$ cat src/rtl/instr_issue_queue.sv
// Instruction FIFO feeding the controller decoder: issues at most one instruction
// per cycle, drops unsupported opcodes, and holds off issue while the array streams.
module instr_issue_queue #(
  parameter int DEPTH      = 16,
  parameter int INSTR_W    = 64,
  parameter int STREAM_LEN = 8
) (
  input  logic                     clk,
  input  logic                     rst_n,
  input  logic [INSTR_W-1:0]       host_instr,
  input  logic                     host_valid,
  output logic                     host_ready,
  input  logic                     flush,
  input  logic                     array_busy,
  output logic [INSTR_W-1:0]       instruction,
  output logic                     issue_valid,
  output logic [$clog2(DEPTH):0]   q_count,
  output logic                     bad_opcode
);

  localparam int AW = $clog2(DEPTH);
  localparam int CW = AW + 1;
  localparam int HW = $clog2(STREAM_LEN) + 1;
  localparam logic [HW-1:0] HOLD_INIT = HW'(STREAM_LEN - 1);

  typedef enum logic {RUN, HOLD} state_t;

  logic [INSTR_W-1:0] mem_q [DEPTH];
  logic [AW-1:0]      rd_ptr_q, rd_ptr_d, wr_ptr_q, wr_ptr_d;
  logic [CW-1:0]      count_q, count_d;
  logic [HW-1:0]      hold_q;
  state_t             state_q;
  logic [INSTR_W-1:0] instr_q;
  logic               issue_valid_q, bad_q;

  logic [INSTR_W-1:0] head;
  logic [4:0]         opc;
  logic               push, pop, opc_ok, opc_stream;

  assign head       = mem_q[rd_ptr_q];
  assign opc        = head[4:0];
  // Readiness looks only at the registered count, so a full queue never accepts
  // even on a cycle that pops.
  assign host_ready = rst_n && (count_q < CW'(DEPTH));

  always_comb begin
    push       = host_valid && host_ready && !flush;
    pop        = (state_q == RUN) && (count_q != '0) && !array_busy && !flush;
    opc_ok     = (opc <= 5'd7) || (opc == 5'h1f);
    opc_stream = (opc == 5'd1) || (opc == 5'd2);
    rd_ptr_d   = pop  ? rd_ptr_q + AW'(1) : rd_ptr_q;
    wr_ptr_d   = push ? wr_ptr_q + AW'(1) : wr_ptr_q;
    count_d    = count_q;
    if (push && !pop) count_d = count_q + CW'(1);
    if (pop && !push) count_d = count_q - CW'(1);
  end

  always_ff @(posedge clk) begin
    if (push) mem_q[wr_ptr_q] <= host_instr;
  end

  always_ff @(posedge clk) begin
    if (!rst_n) begin
      rd_ptr_q      <= '0;
      wr_ptr_q      <= '0;
      count_q       <= '0;
      state_q       <= RUN;
      hold_q        <= '0;
      instr_q       <= '0;
      issue_valid_q <= 1'b0;
      bad_q         <= 1'b0;
    end else if (flush) begin
      rd_ptr_q      <= '0;
      wr_ptr_q      <= '0;
      count_q       <= '0;
      state_q       <= RUN;
      hold_q        <= '0;
      instr_q       <= '0;
      issue_valid_q <= 1'b0;
    end else begin
      rd_ptr_q      <= rd_ptr_d;
      wr_ptr_q      <= wr_ptr_d;
      count_q       <= count_d;
      instr_q       <= (pop && opc_ok) ? head : '0;
      issue_valid_q <= pop && opc_ok;
      if (pop && !opc_ok) bad_q <= 1'b1;
      case (state_q)
        RUN: begin
          if (pop && opc_ok && opc_stream) begin
            state_q <= HOLD;
            hold_q  <= HOLD_INIT;
          end
        end
        HOLD: begin
          if (hold_q == '0) state_q <= RUN;
          else              hold_q  <= hold_q - HW'(1);
        end
        default: state_q <= RUN;
      endcase
    end
  end

  assign instruction = instr_q;
  assign issue_valid = issue_valid_q;
  assign q_count     = count_q;
  assign bad_opcode  = bad_q;

endmodule
$ cat config.mk
export PLATFORM = sky130hd
export DESIGN_NAME = instr_issue_queue
export DESIGN_NICKNAME = d
export VERILOG_FILES = /design/src/rtl/instr_issue_queue.sv
export SDC_FILE = /design/constraint.sdc
export NUM_CORES = 1
export LEC_CHECK = 0
export ABC_CLOCK_PERIOD_IN_PS = 18600
export CELL_PAD_IN_SITES_DETAIL_PLACEMENT = 0
export CELL_PAD_IN_SITES_GLOBAL_PLACEMENT = 1
export CORE_MARGIN = 3
export CORE_UTILIZATION = 52
export CTS_CLUSTER_SIZE = 20
export DETAILED_ROUTE_END_ITERATION = 16
export GPL_ROUTABILITY_DRIVEN = 0
export PLACE_DENSITY_LB_ADDON = 0.1
export SYNTH_ARGS = -nofsm -noshare
export SYNTH_HDL_FRONTEND = slang
export SYNTH_SLANG_ARGS = --single-unit
export TNS_END_PERCENT = 100
$ cat constraint.sdc
create_clock -name clk -period 18.6 [get_ports clk]
set_input_delay 3.72 -clock clk [delete_from_list [all_inputs] [get_ports clk]]
set_output_delay 3.72 -clock clk [all_outputs]
set_load 0.03 [all_outputs]
==> out/results.tsv, run 1 <==
stage	metric	value	unit
setup_path	critical-path maximum fanout	5	
route	router iterations before antenna repair	5	
finish	Util after Layout	60.7	%
global_routing	initial antenna violation count	8	
clocking	CTS tree	built	
floorplan	Initial Util	52.7	%
clocking	CTS sink count	1112	
global_routing	first-pass GRT wire length	128	mm
clocking	Num CTS Buffers	112	
clocking	Root Buffer	clkbuf_16	
synthesis	synth cell count leaders	edfxtp_1, mux4_2, dfxtp_1	
synthesis	syn nets	1805	
synthesis	top cells by area, synth	edfxtp_1, mux4_2, dfxtp_1	
setup_path	crit-path max cell delay	0.68	ns
floorplan	Die H	289	um
route	DRC violations left	0	
setup_path	WS Path Type	primary input to output pin	
min_path	worst hold path type	flip-flop to flip-flop	
route	routed wire length	86.0	mm
synthesis	most common cell in the netlist	edfxtp_1	
global_routing	GRT Total Usage	21.2	%
synthesis	Async SR Flop Fraction	0	%
placement	IO Port Bufs	140	
global_routing	gr ovfl total	0	
sta	Worst Skew	0.0109	ns
finish	nets@finish	2005	
route	WL/cell	28.0	um
synthesis	Synth Warn #	0	
clocking	setup bufs post-CTS	0	
sta	setup ws final	9.74	ns
sta	crit share post-route	47.6	%
synthesis	Cell variety after synth	45	
sta	Setup violations, final	0	
setup_path	crit-path most repeated cell	clkdlybuf4s50_1	
sta	min cycle time layout	8.86	ns
sta	f_max	113	MHz
sta	Max-Slew Margin vs Limit	29.9	%
placement	DPL Wire Length	44.2	mm
run_status	status	finished clean	
route	via count	18200	
setup_path	CP cell instances	clkdlybuf4s50_1, nor2b_1, clkdlybuf4s50_1	
route	ANT nets after route	0	
synthesis	Mean Syn Cell Area	24.2	um^2
sta	unrepaired setup endpoints after global routing	false	
clocking	Max clock buf depth	3	
synthesis	Post-synth EDFFs	1024	
floorplan	I/O pin count	141	
sta	final setup TNS	0	ns
setup_path	Crit path required time	14.88	ns
floorplan	Placeable Area	79100	um^2
floorplan	full die area	83600	um^2
global_routing	vias in the first global route	19400	
synthesis	share of the synthesized area in the top cell type	73.8	%
clocking	clk_lat worst skew	0.66	ns
sta	final hold viol count	0	
synthesis	Mapped Area	41700	um^2
clocking	cts repair resizes	0	
synthesis	Synth Instances	1725	
synthesis	Yosys top cell by area	edfxtp_1	
global_routing	largest net degree at the start of global routing	137	
floorplan	Die W	289	um
setup_path	Buf/Inv on CP	2	
pwr	Max VDD drop	0.106	mV
placement	DP Area	44300	um^2
finish	Final Cell Area	48000	um^2
floorplan	row count	103	
setup_path	Crit. End Element	output pin	
job	maxcap violations	0	
placement	worst slack, placed	9.72	ns
finish	share of layout cells above drive strength 1	28.5	%
synthesis	Top FF cell, synth	edfxtp_1	
route	drt initial violations	1512	
setup_path	Worst EP arrival	5.14	ns
clocking	clock-pin slew on the worst setup and hold paths	0.06	ns
pwr	leakage	14.5	nW
sta	measured slew at the worst slew-check pin	1.05	ns
setup_path	Critical Path Start Type	primary input	
clocking	CTS Hold Bufs	0	
clocking	CTS H-tree lvls	3	
pwr	PD cells	105	nW/um^2
synthesis	sequential area share after synthesis	78.0	%
setup_path	slowest stage cell, crit path	clkdlybuf4s50_1	
finish	P&R area growth vs syn	15.3	%
route	via/cell ratio	5.93	
sta	Slew Viols, Final	0	
synthesis	Yosys reg bits	1112	
setup_path	top cell family by delay on the critical path	buffers and inverters	
[worst paths after layout]
| kind | from | endpoint | slack [ns] | depth (start not counted) |
|---|---|---|---|---|
| worst min register to register | bad_opcode | bad_opcode | 0.49 | 1 |
| worst max register to register | flip-flop | instruction[54] | 13.31 | 10 |
| worst max-delay path | rst_n | host_ready | 9.74 | 3 |
| worst min-delay path | bad_opcode | bad_opcode | 0.49 | 1 |
[stage by stage]
step | power [mW] | hold WS, ns | cells
after global routing | 5.19 | 0.533 | 3072
final | 5.04 | 0.493 | 3074
after detailed placement | 2.86 | 0.482 | 2861
after CTS | 5.09 | 0.497 | 3072
after floorplan | 2.81 | 0.485 | 1725
after global placement | 2.86 | 0.474 | 2861
[layout by cell type (no fill, tap or decap), drive strengths merged, types with 2 or more instances in the layout]
cell type,Yosys,routed
o21ai,2,2
a311oi,2,2
nor2b,5,5
edfxtp,1024,1024
xor2,9,9
clkbuf,38,150
dfxtp,88,88
and3,3,3
mux4,315,315
ha,11,11
buf,54,38
clkinvlp,0,6
inv,6,8
nand4,2,2
nand2,15,15
clkinv,0,41
a22oi,6,6
nand3,8,8
a21boi,2,2
nand2b,4,4
bufinv,0,12
o21a,2,2
diode,0,2
nor3b,62,62
a21oi,6,6
nor2,31,31
or3,2,2
mux2i,3,3
and2,3,3
clkdlybuf4s50,0,140
nor3,8,8
xnor2,4,4
[report_power, final]
part,internal (mW),switching [mW]
combinational,0.0267,0.0475
sequential,2.73,0.00158
clock,1.32,0.905
[worst reg2reg max path, delay by kind of cell, from the launching register on]
| kind | cells | cell delay [ns] |
|---|---|---|
| buffers and inverters | 4 | 3.15 |
| muxes | 1 | 0.65 |
| and+or+nand+nor | 4 | 0.64 |
| AOI/OAI and AO/OA | 1 | 0.38 |
| DFF | 1 | 0.33 |
[area by class of cell]
cell class	count	area, um^2
flip-flops and latches	1112	32500
clock buffers	150	3080
multi-input cells	515	8780
diodes	2	5.00
clock inverters	61	608
well taps	1050	1310
fillers	5555	31100
repair buffers	178	1700
inverters	6	22.5
[state kept, by name, indices dropped and copies added (netlist names), named ones only]
name and count:
issue_valid 1, state_q 1, bad_opcode 1, instruction 64, mem_q 1024, q_count 5
wr_ptr_q 4, hold_q 4, rd_ptr_q 4
[kinds of logic (layout without fill, tap and decap cells)]
group / after synthesis / in the layout / share of synthesized area, %
flip-flops: 1112 / 1112 / 78.0
multiplexers: 318 / 318 / 17.1
AND/OR/NAND/NOR: 145 / 145 / 2.58
buffers and inverters: 98 / 395 / 1.23
AO/OA/AOI/OAI: 28 / 28 / 0.492
XOR/XNOR: 13 / 13 / 0.273
adder cells (fa/ha/maj): 11 / 11 / 0.330
other: 0 / 2 / 0
[per-layer routing]
metal	wire length [um]	track usage, %	up-vias	share of wire, %
met2	44400	35.9	426	52
met4	1720	5.09	10	2.0
li1	-	-	7752	-
met5	61	0	-	0.071
met1	35800	29.0	9905	42
met3	4070	3.73	135	4.7
Note: power is estimated with default switching activity, not from simulation.
==> run 2, diff against run 1 <==
Settings changed: ABC_CLOCK_PERIOD_IN_PS 18600 to 7550, CORE_UTILIZATION 52 to 49.
Clock period 18.6 ns to 7.55 ns, I/O delays scaled along.
==> run 2 against run 1 <==
Setup slack got worse by 6.6 ns. Sequential share of layout area shrank 0.26 points. First-iteration DRC count increased by 0.99%. Clock power increased to 2.5 times the previous value. Design area up 0.39%.
==> out/results.tsv, run 2 (synthesis gave the netlist of run 1 again) <==
stage	metric	value	unit
global_routing	gr ovfl total	0	
setup_path	critical-path maximum fanout	5	
sta	final setup TNS	0	ns
route	DRC violations left	0	
floorplan	row count	106	
floorplan	Initial Util	49.6	%
setup_path	Crit. End Element	output pin	
sta	setup ws final	3.11	ns
global_routing	first-pass GRT wire length	131	mm
setup_path	Crit path required time	6.04	ns
pwr	leakage	14.5	nW
clocking	clk_lat worst skew	0.67	ns
finish	fillers	6119	
sta	min cycle time layout	4.44	ns
pwr	Pwr Total	12.5	mW
global_routing	GRT Total Usage	19.9	%
clocking	CTS sink count	1112	
setup_path	Critical Path Start Type	primary input	
sta	Setup violations, final	0	
finish	Largest register FFs	1024	
clocking	setup bufs post-CTS	0	
finish	Final Cell Area	48200	um^2
finish	commonest cells after routing, fill and taps aside	edfxtp_1, mux4_2, clkdlybuf4s50_1	
route	router iterations before antenna repair	5	
sta	Worst Skew	0.0201	ns
finish	largest reg by FF count	mem_q	
placement	IO Port Bufs	140	
route	routed wire length	86.6	mm
global_routing	vias in the first global route	19400	
pwr	PD cells	260	nW/um^2
route	via count	18300	
route	WL/cell	27.4	um
sta	Max-Slew Margin vs Limit	21.8	%
clocking	CTS Hold Bufs	0	
clocking	CTS H-tree lvls	3	
floorplan	Die H	298	um
sta	f_max	225	MHz
min_path	worst hold path type	flip-flop to flip-flop	
clocking	Num CTS Buffers	113	
placement	worst slack, placed	2.52	ns
route	via/cell ratio	5.79	
clocking	Root Buffer	clkbuf_16	
sta	final hold viol count	0	
setup_path	Worst EP arrival	2.93	ns
floorplan	full die area	88600	um^2
floorplan	Die W	298	um
placement	DPL Wire Length	45.7	mm
sta	measured slew at the worst slew-check pin	1.17	ns
floorplan	Placeable Area	84000	um^2
setup_path	WS Path Type	primary input to output pin	
finish	nets@finish	2004	
finish	share of layout cells above drive strength 1	28.8	%
sta	Slew Viols, Final	0	
clocking	CTS tree	built	
clocking	cts repair resizes	0	
sta	crit share post-route	58.8	%
run_status	status	finished clean	
finish	most common cell after layout, fill and taps aside	edfxtp_1	
pwr	Max VDD drop	0.212	mV
route	drt initial violations	1527	
sta	unrepaired setup endpoints after global routing	false	
floorplan	I/O pin count	141	
finish	Util after Layout	57.4	%
placement	DP Area	44400	um^2
global_routing	initial antenna violation count	3	
clocking	clock-pin slew on the worst setup and hold paths	0.06	ns
finish	P&R area growth vs syn	15.7	%
job	maxcap violations	0	
route	ANT nets after route	0	
clocking	Max clock buf depth	3	
global_routing	largest net degree at the start of global routing	89	
==> run 2: changes by cell type in the layout (fill, tap and decap cells not counted), moves of 2 or more <==
cell        change
clkinv_1       -13
clkinvlp_4      -4
buf_4           -3
clkbuf_16       +2
clkinv_2        +3
clkbuf_8        +7
clkbuf_1        +8
==> run 2: power breakdown <==
| part | switching [mW] | total, mW | internal (mW) |
|---|---|---|---|
| registers | 0.00458 | 6.74 | 6.74 |
| clock network | 2.24 | 5.59 | 3.35 |
| logic | 0.122 | 0.187 | 0.0659 |
| total | 2.37 | 12.5 | 10.2 |
==> run 2: area by class of cell <==
cell class	count	area [um^2]	share of cell area [%]
clock inverters	46	514	1.07
repair buffers	176	1700	3.52
clock buffers	167	3260	6.75
inverters	6	22.5	0.0467
diodes	2	5.00	0.0104
multi-input cells	515	8780	18.2
flip-flops and latches	1112	32500	67.4
well taps	1134	1420	2.94
==> run 2: path summary, 6_finish.rpt <==
check,endpoint,slack [ns],from,cells past startpoint
max,host_ready,3.11,rst_n,3
min,bad_opcode,0.50,bad_opcode,1
min reg2reg,bad_opcode,0.50,bad_opcode,1
max reg2reg,instruction[49],3.56,flip-flop,8
==> run 2: critical path: stages <==
cell and delay [ns]:
clkdlybuf4s50_1 0.58, nor2b_1 0.16, clkdlybuf4s50_1 0.67
==> run 2: routing by layer <==
layer | track usage, % | vias up | routed length, um
li1 | - | 7764 | -
met1 | 27.9 | 9930 | 36800
met2 | 33.0 | 464 | 43700
met3 | 3.22 | 132 | 4130
met4 | 5.26 | 2 | 1920
met5 | 0 | - | 13
==> run 2: through the flow <==
stage	cells	hold slack, ns
floorplan	1725	0.485
global placement	2943	0.476
detailed placement	2943	0.494
CTS	3156	0.510
global route	3156	0.538
finish	3158	0.504
